[src/rtl/bin2bcd_dabble.sv]
// Sequential binary-to-BCD converter (shift-and-add-3).
// One bit per clock, signed-magnitude input, sticky overflow flag.
module bin2bcd_dabble #(
  parameter int BIN_W  = 8,
  parameter int DIGITS = 3
) (
  input  logic                clk,
  input  logic                reset_n,
  input  logic                start,
  input  logic                signed_mode,
  input  logic [BIN_W-1:0]    bin,
  output logic                busy,
  output logic                done,
  output logic [4*DIGITS-1:0] bcd,
  output logic                neg,
  output logic                overflow
);

  localparam int SW = 4 * DIGITS;

  localparam logic [1:0] S_IDLE  = 2'd0;
  localparam logic [1:0] S_SHIFT = 2'd1;
  localparam logic [1:0] S_DONE  = 2'd2;

  localparam logic [5:0] LAST = 6'(BIN_W - 1);

  logic [1:0]       state;
  logic [BIN_W-1:0] mag;
  logic [BIN_W-1:0] mag_in;
  logic [SW-1:0]    scr;
  logic [SW-1:0]    adj;
  logic [5:0]       cnt;
  logic             ovf_acc;
  logic             neg_acc;
  logic             is_neg;

  assign is_neg = signed_mode & bin[BIN_W-1];
  assign mag_in = is_neg ? (~bin) + BIN_W'(1) : bin;

  // Add 3 to every scratch digit that will reach 10+ after the shift.
  always_comb begin
    adj = scr;
    for (int k = 0; k < DIGITS; k++) begin
      if (scr[4*k +: 4] >= 4'd5) begin
        adj[4*k +: 4] = scr[4*k +: 4] + 4'd3;
      end
    end
  end

  // Control FSM, shift datapath and registered result outputs.
  always_ff @(posedge clk or negedge reset_n) begin
    if (!reset_n) begin
      state    <= S_IDLE;
      mag      <= '0;
      scr      <= '0;
      cnt      <= '0;
      ovf_acc  <= 1'b0;
      neg_acc  <= 1'b0;
      busy     <= 1'b0;
      done     <= 1'b0;
      bcd      <= '0;
      neg      <= 1'b0;
      overflow <= 1'b0;
    end else begin
      done <= 1'b0;
      if (done) begin
        busy <= 1'b0;
      end
      case (state)
        S_IDLE: begin
          if (start && !busy) begin
            mag     <= mag_in;
            neg_acc <= is_neg;
            scr     <= '0;
            cnt     <= '0;
            ovf_acc <= 1'b0;
            busy    <= 1'b1;
            state   <= S_SHIFT;
          end
        end
        S_SHIFT: begin
          scr <= {adj[SW-2:0], mag[BIN_W-1]};
          mag <= {mag[BIN_W-2:0], 1'b0};
          if (adj[SW-1]) begin
            ovf_acc <= 1'b1;
          end
          cnt <= cnt + 6'd1;
          if (cnt == LAST) begin
            state <= S_DONE;
          end
        end
        S_DONE: begin
          bcd      <= scr;
          neg      <= neg_acc;
          overflow <= ovf_acc;
          done     <= 1'b1;
          state    <= S_IDLE;
        end
        default: state <= S_IDLE;
      endcase
    end
  end

endmodule

[config.mk]
export PLATFORM = sky130hd
export DESIGN_NAME = bin2bcd_dabble
export DESIGN_NICKNAME = d
export VERILOG_FILES = /design/src/rtl/bin2bcd_dabble.sv
export SDC_FILE = /design/constraint.sdc
export NUM_CORES = 1
export LEC_CHECK = 0
export BUFFER_PORTS_ARGS = -buffer_cell sky130_fd_sc_hd__buf_4
export CAP_MARGIN = 20
export CELL_PAD_IN_SITES_DETAIL_PLACEMENT = 1
export CELL_PAD_IN_SITES_GLOBAL_PLACEMENT = 1
export CORE_ASPECT_RATIO = 1.2
export CORE_MARGIN = 5
export CORE_UTILIZATION = 46
export CTS_BUF_LIST = sky130_fd_sc_hd__clkbuf_4 sky130_fd_sc_hd__clkbuf_8
export DETAILED_ROUTE_END_ITERATION = 6
export GPL_ROUTABILITY_DRIVEN = 0
export PLACE_DENSITY_LB_ADDON = 0.1
export SLEW_MARGIN = 20
export SYNTH_ARGS = -nofsm -noshare
export SYNTH_HDL_FRONTEND = slang
export SYNTH_SLANG_ARGS = --single-unit
[constraint.sdc]
create_clock -name clk -period 2.45 [get_ports clk]
set_clock_uncertainty 0.2 [all_clocks]
set_input_delay 0.245 -clock clk [delete_from_list [all_inputs] [get_ports clk]]
set_output_delay 0.245 -clock clk [all_outputs]
set_load 0.02 [all_outputs]
==> metrics.txt <==
post-layout min period=1989 ps; Syn Area/Cell=just over 10 um2; antenna violations before repair=0; Reg-to-Reg Start=scr[4]; critical path arrival=2000 ps; CP Class=flip-flop to flip-flop; post-synth top area share=53.12%; # IOs=28; worst setup margin=roughly 460 ps; Yosys reg bits=46; grt ovf=0; status=finished, final reports clean; ys async rst share=100.0%; ys flop type=dfrtp_1; CTS resizes=0; Slew Limit Fails=0; routed wire length=5030 um; worst reg-to-reg setup slack=460 ps; Setup TNS=0 ps; Post-CTS Setup Inserts=0; largest net degree at the start of global routing=47; Antenna Cells=0; Global Route Usage Sum=around 18%; Pre-antenna DRT Iters=4; final-stage net count=258; vias in the first global route=roughly 1,800; P per Cell Area=1119 nW/um2; Reg area=1151 um2; total chip power=2.832 mW; Starting Density=47.17%; Mapped Area=2167 um2; Detailed Place HPWL=3626 um; Design Area, Final=2530 um2; Worst Path Max Fanout=4; Cell Area, Placed=2396 um2; Fill cells=549; Clock Path Buffers=2; vias=1,624; layout cells sized above 1=19.25%; hold path cells=4; drt drc=0; die height=85.19 um; most frequent cells after synthesis=dfrtp_1, o21ai_0, nand2_1, inv_1, mux2_2; Syn Nets=229; RR Endpoint=scr[6]; required time of the critical path=2460 ps; violation count after the first detailed-route iteration=76; FP Rows=27; final worst-path cycle share=about four fifths; RSZ-0062 raised after global routing=false; max-cap violation count=0; post-synthesis sequential area ratio=53.12%; core area=about 4600 um2; HP Class=primary input to flip-flop; CTS tree=yes; Rel. slew slack=50.49%; dpl cells=287; Hold Slack=48.25 ps; area grow syn2layout=16.74%; Post-synth EDFFs=0; CP Launch Point=scr[4]; largest area contributor in the netlist=dfrtp_1; Post-CTS Hold Buffers=2; Ys Warns=0; Slew @ Worst Pin=740.8 ps; Avg Vias per Cell=5.468; pre-CTS WS=496.6 ps; met1 wire length=2121 um; Setup-failing EPs final=0; total CTS buffers=5; Area contributors post-synth=dfrtp_1, o21ai_0, mux2_2; hold endpoint=mag[7]; WL/cell=around 17 um; Die X=just over 70 um; Worst-Skew Late Latency=300 ps; Unique masters post-synth=29; clk root buf=clkbuf_8; Final Non-Filler Cells=just under 300; Final Util=55.07%; first-pass GRT wire length=between 8000 and 9000 um; highest clock rate=502.7 MHz; number of H-tree levels=2; total die area=6189 um2; area taken by multi-input logic gates=917.1 um2; hold path start=signed_mode; leak pwr=~1.2 nW; Clock transition at path regs=around 80 ps; metal2 WL=2651 um; endpoints failing hold=0; most frequent cell after synthesis=dfrtp_1; highest metal layer with signal wires=met4; worst reg-to-reg path cell count=6; startpoint types=flip-flop; metal3 WL=170 um; Antenna Nets Post-Route=0; Clock Sink Count=46; cell count after synthesis=209; Worst setup EP type=flip-flop; number of port buffers=27; VDD IR-drop max=0.4908 mV
-- layer usage --
layer  up-vias  global-route usage [%]
met1       804                   21.47
met3        10                   3.436
met2        26                   31.69
met4         0                   6.376
met5         -                       0
li1        784                       -
-- cell usage in the layout (no fill, tap or decap), drive strengths merged, types with 3 or more instances in the layout --
| cell | instances |
|---|---|
| a21oi | 5 |
| a22oi | 7 |
| buf | 28 |
| clkbuf | 7 |
| dfrtp | 46 |
| ha | 8 |
| inv | 12 |
| mux2 | 9 |
| mux2i | 3 |
| nand2 | 27 |
| nand2b | 5 |
| nand3 | 7 |
| nor2 | 5 |
| nor3 | 7 |
| o21ai | 32 |
| o31ai | 4 |
| xnor2 | 8 |
-- worst max-delay path, stage by stage (launching register included) --
cell and delay (ps):
dfrtp_1 440, inv_1 140, ha_1 220, nand2b_1 70
a21oi_1 290, mux2_2 370, o21ai_0 170
-- worst max-delay path by stage --
stage,depth (start not counted),endpoint,slack [ps]
3_5_place_dp,6,scr[6],500
4_1_cts,6,scr[6],460
2_1_floorplan,6,scr[6],740
6_report,6,scr[6],460
5_1_grt,6,scr[6],330
3_3_place_gp,6,scr[6],680
-- registers in the layout (all words and copies together) (netlist names) --
register and count:
done 1, busy 1, ovf_acc 1, mag 8, state 2, cnt 6
bcd 12, neg_acc 1, neg 1, overflow 1, scr 12
-- logic make-up (layout without fill, tap and decap cells) --
| logic type | after synthesis | count (layout) | share of synthesized area (%) |
|---|---|---|---|
| AO/OA/AOI/OAI | 56 | 56 | 15.53 |
| AND/OR/NAND/NOR | 57 | 57 | 12.07 |
| flip-flops | 46 | 46 | 53.12 |
| XOR/XNOR | 10 | 10 | 4.042 |
| adder cells (fa/ha/maj) | 8 | 8 | 4.619 |
| multiplexers | 12 | 12 | 6.063 |
| buffers and inverters | 20 | 50 | 4.561 |
-- layout make-up --
class                           count  area share [%]
Clock buffer                        7           3.314
Timing Repair Buffer               30           9.100
Tap cell                           58           2.868
Sequential cell                    46           45.50
Multi-Input combinational cell    143           36.25
Clock inverter                      1           1.187
Inverter                           12           1.780
-- report_power, final --
group	switching [mW]	internal (mW)
clock	0.249	0.328
sequential	0.212	0.999
combinational	0.620	0.425
Power figures use the tool's default switching activity.
